### src/rtl/present_pkg.sv
// present_pkg: shared constants, S-box tables and phase enum for the PRESENT-80 core.
// Build option: define PRESENT_DECRYPT_EN to include the decrypt datapath.
package present_pkg;

    localparam int STATE_W = 64;
    localparam int KEY_W   = 80;
    localparam int CNT_W   = 5;
    localparam int ROUNDS  = 31;

    localparam logic [3:0] SBOX [16] = '{
        4'hC, 4'h5, 4'h6, 4'hB, 4'h9, 4'h0, 4'hA, 4'hD,
        4'h3, 4'hE, 4'hF, 4'h8, 4'h4, 4'h7, 4'h1, 4'h2
    };

`ifdef PRESENT_DECRYPT_EN
    localparam logic [3:0] SBOX_INV [16] = '{
        4'h5, 4'hE, 4'hF, 4'h8, 4'hC, 4'h1, 4'h2, 4'hD,
        4'hB, 4'h4, 4'h6, 4'h3, 4'h0, 4'h7, 4'h9, 4'hA
    };

    function automatic logic [3:0] sbox_inv(input logic [3:0] x);
        return SBOX_INV[x];
    endfunction
`endif

    typedef enum logic [2:0] {
        ST_IDLE   = 3'd0,
        ST_KEYEXP = 3'd1,
        ST_ROUND  = 3'd2,
        ST_FINAL  = 3'd3,
        ST_DONE   = 3'd4
    } phase_t;

    function automatic logic [3:0] sbox(input logic [3:0] x);
        return SBOX[x];
    endfunction

endpackage

### src/rtl/present_round.sv
// present_round: one combinational PRESENT round plus the matching key-schedule step.
// i_dir = 0 gives the forward round and forward key update; i_dir = 1 gives the
// inverse round invS(invP(state ^ key)) and the inverse key step (only when
// PRESENT_DECRYPT_EN is defined; otherwise the block is forward-only).
module present_round
    import present_pkg::*;
(
    input  logic               i_dir,
    input  logic [STATE_W-1:0] i_state,
    input  logic [KEY_W-1:0]   i_key,
    input  logic [CNT_W-1:0]   i_cnt,
    output logic [STATE_W-1:0] o_state,
    output logic [KEY_W-1:0]   o_key
);

    logic [STATE_W-1:0] w_mixed;

    function automatic logic [63:0] sbox_layer(input logic [63:0] x);
        logic [63:0] y;
        y = '0;
        for (int n = 0; n < 16; n++) begin
            y[6'(4*n) +: 4] = sbox(x[6'(4*n) +: 4]);
        end
        return y;
    endfunction

    // Bit i moves to 16*i mod 63; bit 63 stays put.
    function automatic logic [63:0] p_layer(input logic [63:0] x);
        logic [63:0] y;
        y = '0;
        for (int i = 0; i < 63; i++) begin
            y[6'((16*i) % 63)] = x[6'(i)];
        end
        y[63] = x[63];
        return y;
    endfunction

    function automatic logic [79:0] key_fwd(input logic [79:0] k, input logic [4:0] c);
        logic [79:0] r;
        r          = {k[18:0], k[79:19]};
        r[79:76]   = sbox(r[79:76]);
        r[19:15]   = r[19:15] ^ c;
        return r;
    endfunction

`ifdef PRESENT_DECRYPT_EN
    function automatic logic [63:0] sbox_inv_layer(input logic [63:0] x);
        logic [63:0] y;
        y = '0;
        for (int n = 0; n < 16; n++) begin
            y[6'(4*n) +: 4] = sbox_inv(x[6'(4*n) +: 4]);
        end
        return y;
    endfunction

    function automatic logic [63:0] p_layer_inv(input logic [63:0] x);
        logic [63:0] y;
        y = '0;
        for (int i = 0; i < 63; i++) begin
            y[6'(i)] = x[6'((16*i) % 63)];
        end
        y[63] = x[63];
        return y;
    endfunction

    // Undo key_fwd step by step in reverse order.
    function automatic logic [79:0] key_inv(input logic [79:0] k, input logic [4:0] c);
        logic [79:0] r;
        r          = k;
        r[19:15]   = r[19:15] ^ c;
        r[79:76]   = sbox_inv(r[79:76]);
        return {r[60:0], r[79:61]};
    endfunction
`endif

    assign w_mixed = i_state ^ i_key[79:16];

    // Select the forward or inverse round and key step.
`ifdef PRESENT_DECRYPT_EN
    always_comb begin
        o_state = p_layer(sbox_layer(w_mixed));
        o_key   = key_fwd(i_key, i_cnt);
        if (i_dir) begin
            o_state = sbox_inv_layer(p_layer_inv(w_mixed));
            o_key   = key_inv(i_key, i_cnt);
        end
    end
`else
    logic w_unused_dir;
    assign w_unused_dir = i_dir;

    always_comb begin
        o_state = p_layer(sbox_layer(w_mixed));
        o_key   = key_fwd(i_key, i_cnt);
    end
`endif

endmodule

### src/rtl/present_core.sv
// present_core: iterative PRESENT-80 block cipher, one round per clock.
// Build option: PRESENT_DECRYPT_EN adds decryption (control = 1); without it
// control is ignored and every operation encrypts.
//
// state     | meaning
// ----------+-----------------------------------------------------------
// ST_IDLE   | after reset, nothing to do
// ST_KEYEXP | decrypt only: run forward key schedule up to K32
// ST_ROUND  | one cipher round per cycle (encrypt 1..31, decrypt 31..1)
// ST_FINAL  | whitening with last key, write odat, raise done
// ST_DONE   | result held until next load or reset
//
// A load edge arms the operation directly in ST_KEYEXP/ST_ROUND; those states
// only advance on cycles with load = 0, so work starts when load falls.
module present_core
    import present_pkg::*;
#(
    parameter int NUM_ROUNDS = ROUNDS
) (
    input  logic               clk,
    input  logic               iReset_n,
    input  logic               load,
    input  logic               control,
    input  logic [STATE_W-1:0] idat,
    input  logic [KEY_W-1:0]   key,
    output logic [STATE_W-1:0] odat,
    output logic               done
);

    localparam logic [CNT_W-1:0] LAST_CNT = CNT_W'(NUM_ROUNDS);

    phase_t             r_phase;
    logic [STATE_W-1:0] r_state;
    logic [KEY_W-1:0]   r_key;
    logic [CNT_W-1:0]   r_cnt;
    logic [STATE_W-1:0] r_odat;
    logic               r_done;

    logic               w_dir;
    logic [STATE_W-1:0] w_state_next;
    logic [KEY_W-1:0]   w_key_next;

`ifdef PRESENT_DECRYPT_EN
    logic               r_dir;
    // KEYEXP needs the forward key step even when decrypting.
    assign w_dir = r_dir && (r_phase == ST_ROUND);
`else
    logic               w_unused_control;
    assign w_unused_control = control;
    assign w_dir            = 1'b0;
`endif

    present_round u_round (
        .i_dir   (w_dir),
        .i_state (r_state),
        .i_key   (r_key),
        .i_cnt   (r_cnt),
        .o_state (w_state_next),
        .o_key   (w_key_next)
    );

    // Phase FSM with datapath registers and registered outputs.
    always_ff @(posedge clk) begin
        if (!iReset_n) begin
            r_phase <= ST_IDLE;
            r_state <= '0;
            r_key   <= '0;
            r_cnt   <= '0;
            r_odat  <= '0;
            r_done  <= 1'b0;
`ifdef PRESENT_DECRYPT_EN
            r_dir   <= 1'b0;
`endif
        end else if (load) begin
            r_state <= idat;
            r_key   <= key;
            r_cnt   <= CNT_W'(1);
            r_done  <= 1'b0;
`ifdef PRESENT_DECRYPT_EN
            r_dir   <= control;
            r_phase <= control ? ST_KEYEXP : ST_ROUND;
`else
            r_phase <= ST_ROUND;
`endif
        end else begin
            case (r_phase)
`ifdef PRESENT_DECRYPT_EN
                ST_KEYEXP: begin
                    r_key <= w_key_next;
                    if (r_cnt == LAST_CNT) begin
                        r_phase <= ST_ROUND;
                    end else begin
                        r_cnt <= r_cnt + CNT_W'(1);
                    end
                end
`endif
                ST_ROUND: begin
                    r_state <= w_state_next;
                    r_key   <= w_key_next;
`ifdef PRESENT_DECRYPT_EN
                    if (r_dir) begin
                        if (r_cnt == CNT_W'(1)) begin
                            r_phase <= ST_FINAL;
                        end else begin
                            r_cnt <= r_cnt - CNT_W'(1);
                        end
                    end else begin
                        if (r_cnt == LAST_CNT) begin
                            r_phase <= ST_FINAL;
                        end else begin
                            r_cnt <= r_cnt + CNT_W'(1);
                        end
                    end
`else
                    if (r_cnt == LAST_CNT) begin
                        r_phase <= ST_FINAL;
                    end else begin
                        r_cnt <= r_cnt + CNT_W'(1);
                    end
`endif
                end
                ST_FINAL: begin
                    r_odat  <= r_state ^ r_key[79:16];
                    r_done  <= 1'b1;
                    r_phase <= ST_DONE;
                end
                default: ;
            endcase
        end
    end

    assign odat = r_odat;
    assign done = r_done;

endmodule

### config.mk
export PLATFORM = sky130hd
export DESIGN_NAME = present_core
export DESIGN_NICKNAME = d
export VERILOG_FILES = /design/src/rtl/present_pkg.sv /design/src/rtl/present_round.sv /design/src/rtl/present_core.sv
export SDC_FILE = /design/constraint.sdc
export NUM_CORES = 1
export LEC_CHECK = 0
export ABC_CLOCK_PERIOD_IN_PS = 3250
export CAP_MARGIN = 20
export CORE_UTILIZATION = 58
export CTS_CLUSTER_DIAMETER = 50
export DETAILED_ROUTE_END_ITERATION = 12
export GPL_ROUTABILITY_DRIVEN = 0
export PLACE_DENSITY = 0.88
export SLEW_MARGIN = 25
export SYNTH_ARGS = -nofsm -noshare
export SYNTH_HDL_FRONTEND = slang
export SYNTH_HIERARCHICAL = 1
export SYNTH_SLANG_ARGS = --single-unit
### constraint.sdc
create_clock -name clk -period 3.25 [get_ports clk]
set_input_delay 0.325 -clock clk [delete_from_list [all_inputs] [get_ports clk]]
set_output_delay 0.325 -clock clk [all_outputs]
set_load 0.01 [all_outputs]
==> qor.txt <==
Area Growth Syn to Fin -> 18.9%
First-pass GRT wire length -> 48.2 mm
Post-Syn Area -> 12100 um^2
Row cnt -> 52
Vias post-DR -> 9224
Reg2Reg Setup Slack -> 1.19 ns
Longest Clk Path Bufs -> 3
Post-DRT Antenna Nets -> 0
Crit path required time -> 3.65 ns
Post-CTS Setup Repair Bufs -> 0
IO Port Bufs -> 211
Filler cells -> 1489
Synthesized instance count -> 1237
Layout Utilization -> 0.709
Syn_area_per_cell -> 9.82 um^2
Synthesis Warnings -> 6
Clk pin slew, worst setup/hold paths -> 0.06 ns
R2r worst-path depth -> 6
DR vias/cell -> 5.77
Setup violators final -> 0
Slew margin rel. -> 0.462
Worst Tran Pin Value -> 0.806 ns
Vias in the first global route -> 8823
Avg WL per Cell -> 19.5 um
# nets final -> 1478
Largest net degree at the start of global routing -> 145
Setup TNS -> 0 ns
Hold Path Class -> in2reg
All-Layer GR Usage -> 0.282
Clk_skew -> 0.0129 ns
Clock Root Buffer -> clkbuf_16
# IOs -> 213
Die Span Y -> 147 um
Drc violations -> 0
MaxCap Viol Count -> 0
Arr. time, crit path -> 2.46 ns
CORE AREA -> 20400 um^2
Hold Violations, Final -> 0
Layout cells sized above 1 -> 0.0970
Maximum VDD drop -> 0.471 mV
CP peak stage delay -> 0.51 ns
TritonCTS clock tree -> yes
Antenna violations before repair -> 1
CTS resizes -> 0
Die width -> 147 um
F_max -> 0.485 GHz
Worst R2R End -> r_state[20]
Dpl hpwl -> 20.8 mm
GRT overflow -> 0
Crit-path cells -> xor2_1, inv_1, ha_1, mux4_1, mux2i_1, a21oi_2
Hold depth -> 2
Slowest library cell on the worst path -> mux4_1
Crit path max fanout -> 5
Pins Over Slew Limit -> 0
Clk_lat worst skew -> 0.53 ns
Hold endpoint -> odat[31]
CTS Buf Count -> 26
CP Buf/Inv Count -> 1
Crit path time final -> 2.06 ns
Die ar. -> 21500 um^2
Setup crit end kind -> flop
Drt total wl -> 31.2 mm
Router iterations before antenna repair -> 6
RSZ-0062 raised after global routing -> false
Top delay family on crit path -> multiplexers
H-tree Lvls -> 1
Startpoint types -> flop
Cell Pwr Density -> 514 nW/um^2
Crit path kind -> reg2reg
Status -> finished clean
RR Startpoint -> r_key[32]
Cts-stage hold buffer count -> 0
Clk sink count -> 217
Lkg Pwr -> 0.00658 uW
Antenna diodes -> 0
Initial Utilization -> 0.596
First DRT Iteration DRCs -> 757
Period utilisation layout -> 0.635
HP Start -> iReset_n
-- worst reg2reg max path: cells and delay by family (launching register included) --
kind            cells  cell delay [ns]
compound gates      1             0.07
xor+xnor            1             0.39
fa+ha+maj           1             0.21
buf+inv             1             0.09
flops               1             0.49
mux                 2             0.69
-- sequential cells by signal, indices dropped and copies added (netlist names) --
register and cells:
r_key 80, odat 64, r_state 64, r_cnt 5
r_phase 3, done 1
-- final cells by class --
cell class	count	area, um^2	share of cell area
clock inverters	12	159	0.0110
clock buffers	35	704	0.0488
repair buffers	222	2300	0.159
inverters	16	60.1	0.00416
well taps	270	338	0.0234
flip-flops and latches	217	4340	0.301
multi-input cells	828	6530	0.452
-- stage by stage --
stage / total power (uW) / instance area (um^2) / hold WS, ns / setup slack, ns / instances
final: 7420 / 14400 / 0.292 / 1.19 / 1600
after global routing: 7700 / 14400 / 0.317 / 1.06 / 1600
after CTS: 7440 / 14400 / 0.295 / 1.19 / 1600
after detailed placement: 4510 / 13600 / 0.475 / 1.12 / 1553
after global placement: 4460 / 13600 / 0.465 / 1.18 / 1553
after floorplan: 4190 / 12300 / 0.466 / 1.42 / 1284
-- metal layers --
layer / global-route usage / vias to the layer above / share of wire
met5: 0 / - / 0.00042
met4: 0.0990 / 2 / 0.034
met3: 0.0491 / 62 / 0.060
met2: 0.458 / 295 / 0.47
met1: 0.377 / 4446 / 0.43
li1: - / 4419 / -
-- how the worst max path moves through the flow --
stage | start | to | slack (ns) | cells past startpoint
4_1_cts | r_key[32] | r_state[20] | 1.19 | 6
5_1_grt | r_key[32] | r_state[20] | 1.06 | 6
2_1_floorplan | r_cnt[0] | r_cnt[3] | 1.42 | 6
6_report | r_key[32] | r_state[20] | 1.19 | 6
3_3_place_gp | load | r_state[63] | 1.18 | 4
3_5_place_dp | load | r_key[12] | 1.12 | 4
-- cell usage in the layout (no fill, tap or decap), drive strengths merged, types with 4 or more instances in the layout --
| cell | instances |
|---|---|
| a21oi | 134 |
| nand2 | 71 |
| inv | 18 |
| clkinv | 5 |
| o21ai | 23 |
| conb | 48 |
| xnor2 | 80 |
| a311oi | 4 |
| mux4 | 6 |
| clkdlybuf4s50 | 209 |
| nor2 | 23 |
| mux2i | 156 |
| o31ai | 128 |
| o211a | 80 |
| ha | 19 |
| xor2 | 34 |
| dfxtp | 217 |
| clkbuf | 35 |
| buf | 13 |
| and2b | 4 |
-- where the power goes --
part / total [uW] / leakage (uW) / switching, uW / internal [uW]
combinational: 1410 / 0.00438 / 709 / 701
sequential: 3080 / 0.00179 / 240 / 2840
clock: 2930 / 0.000417 / 1160 / 1770
total: 7420 / 0.00658 / 2110 / 5310
Power figures use the tool's default switching activity.
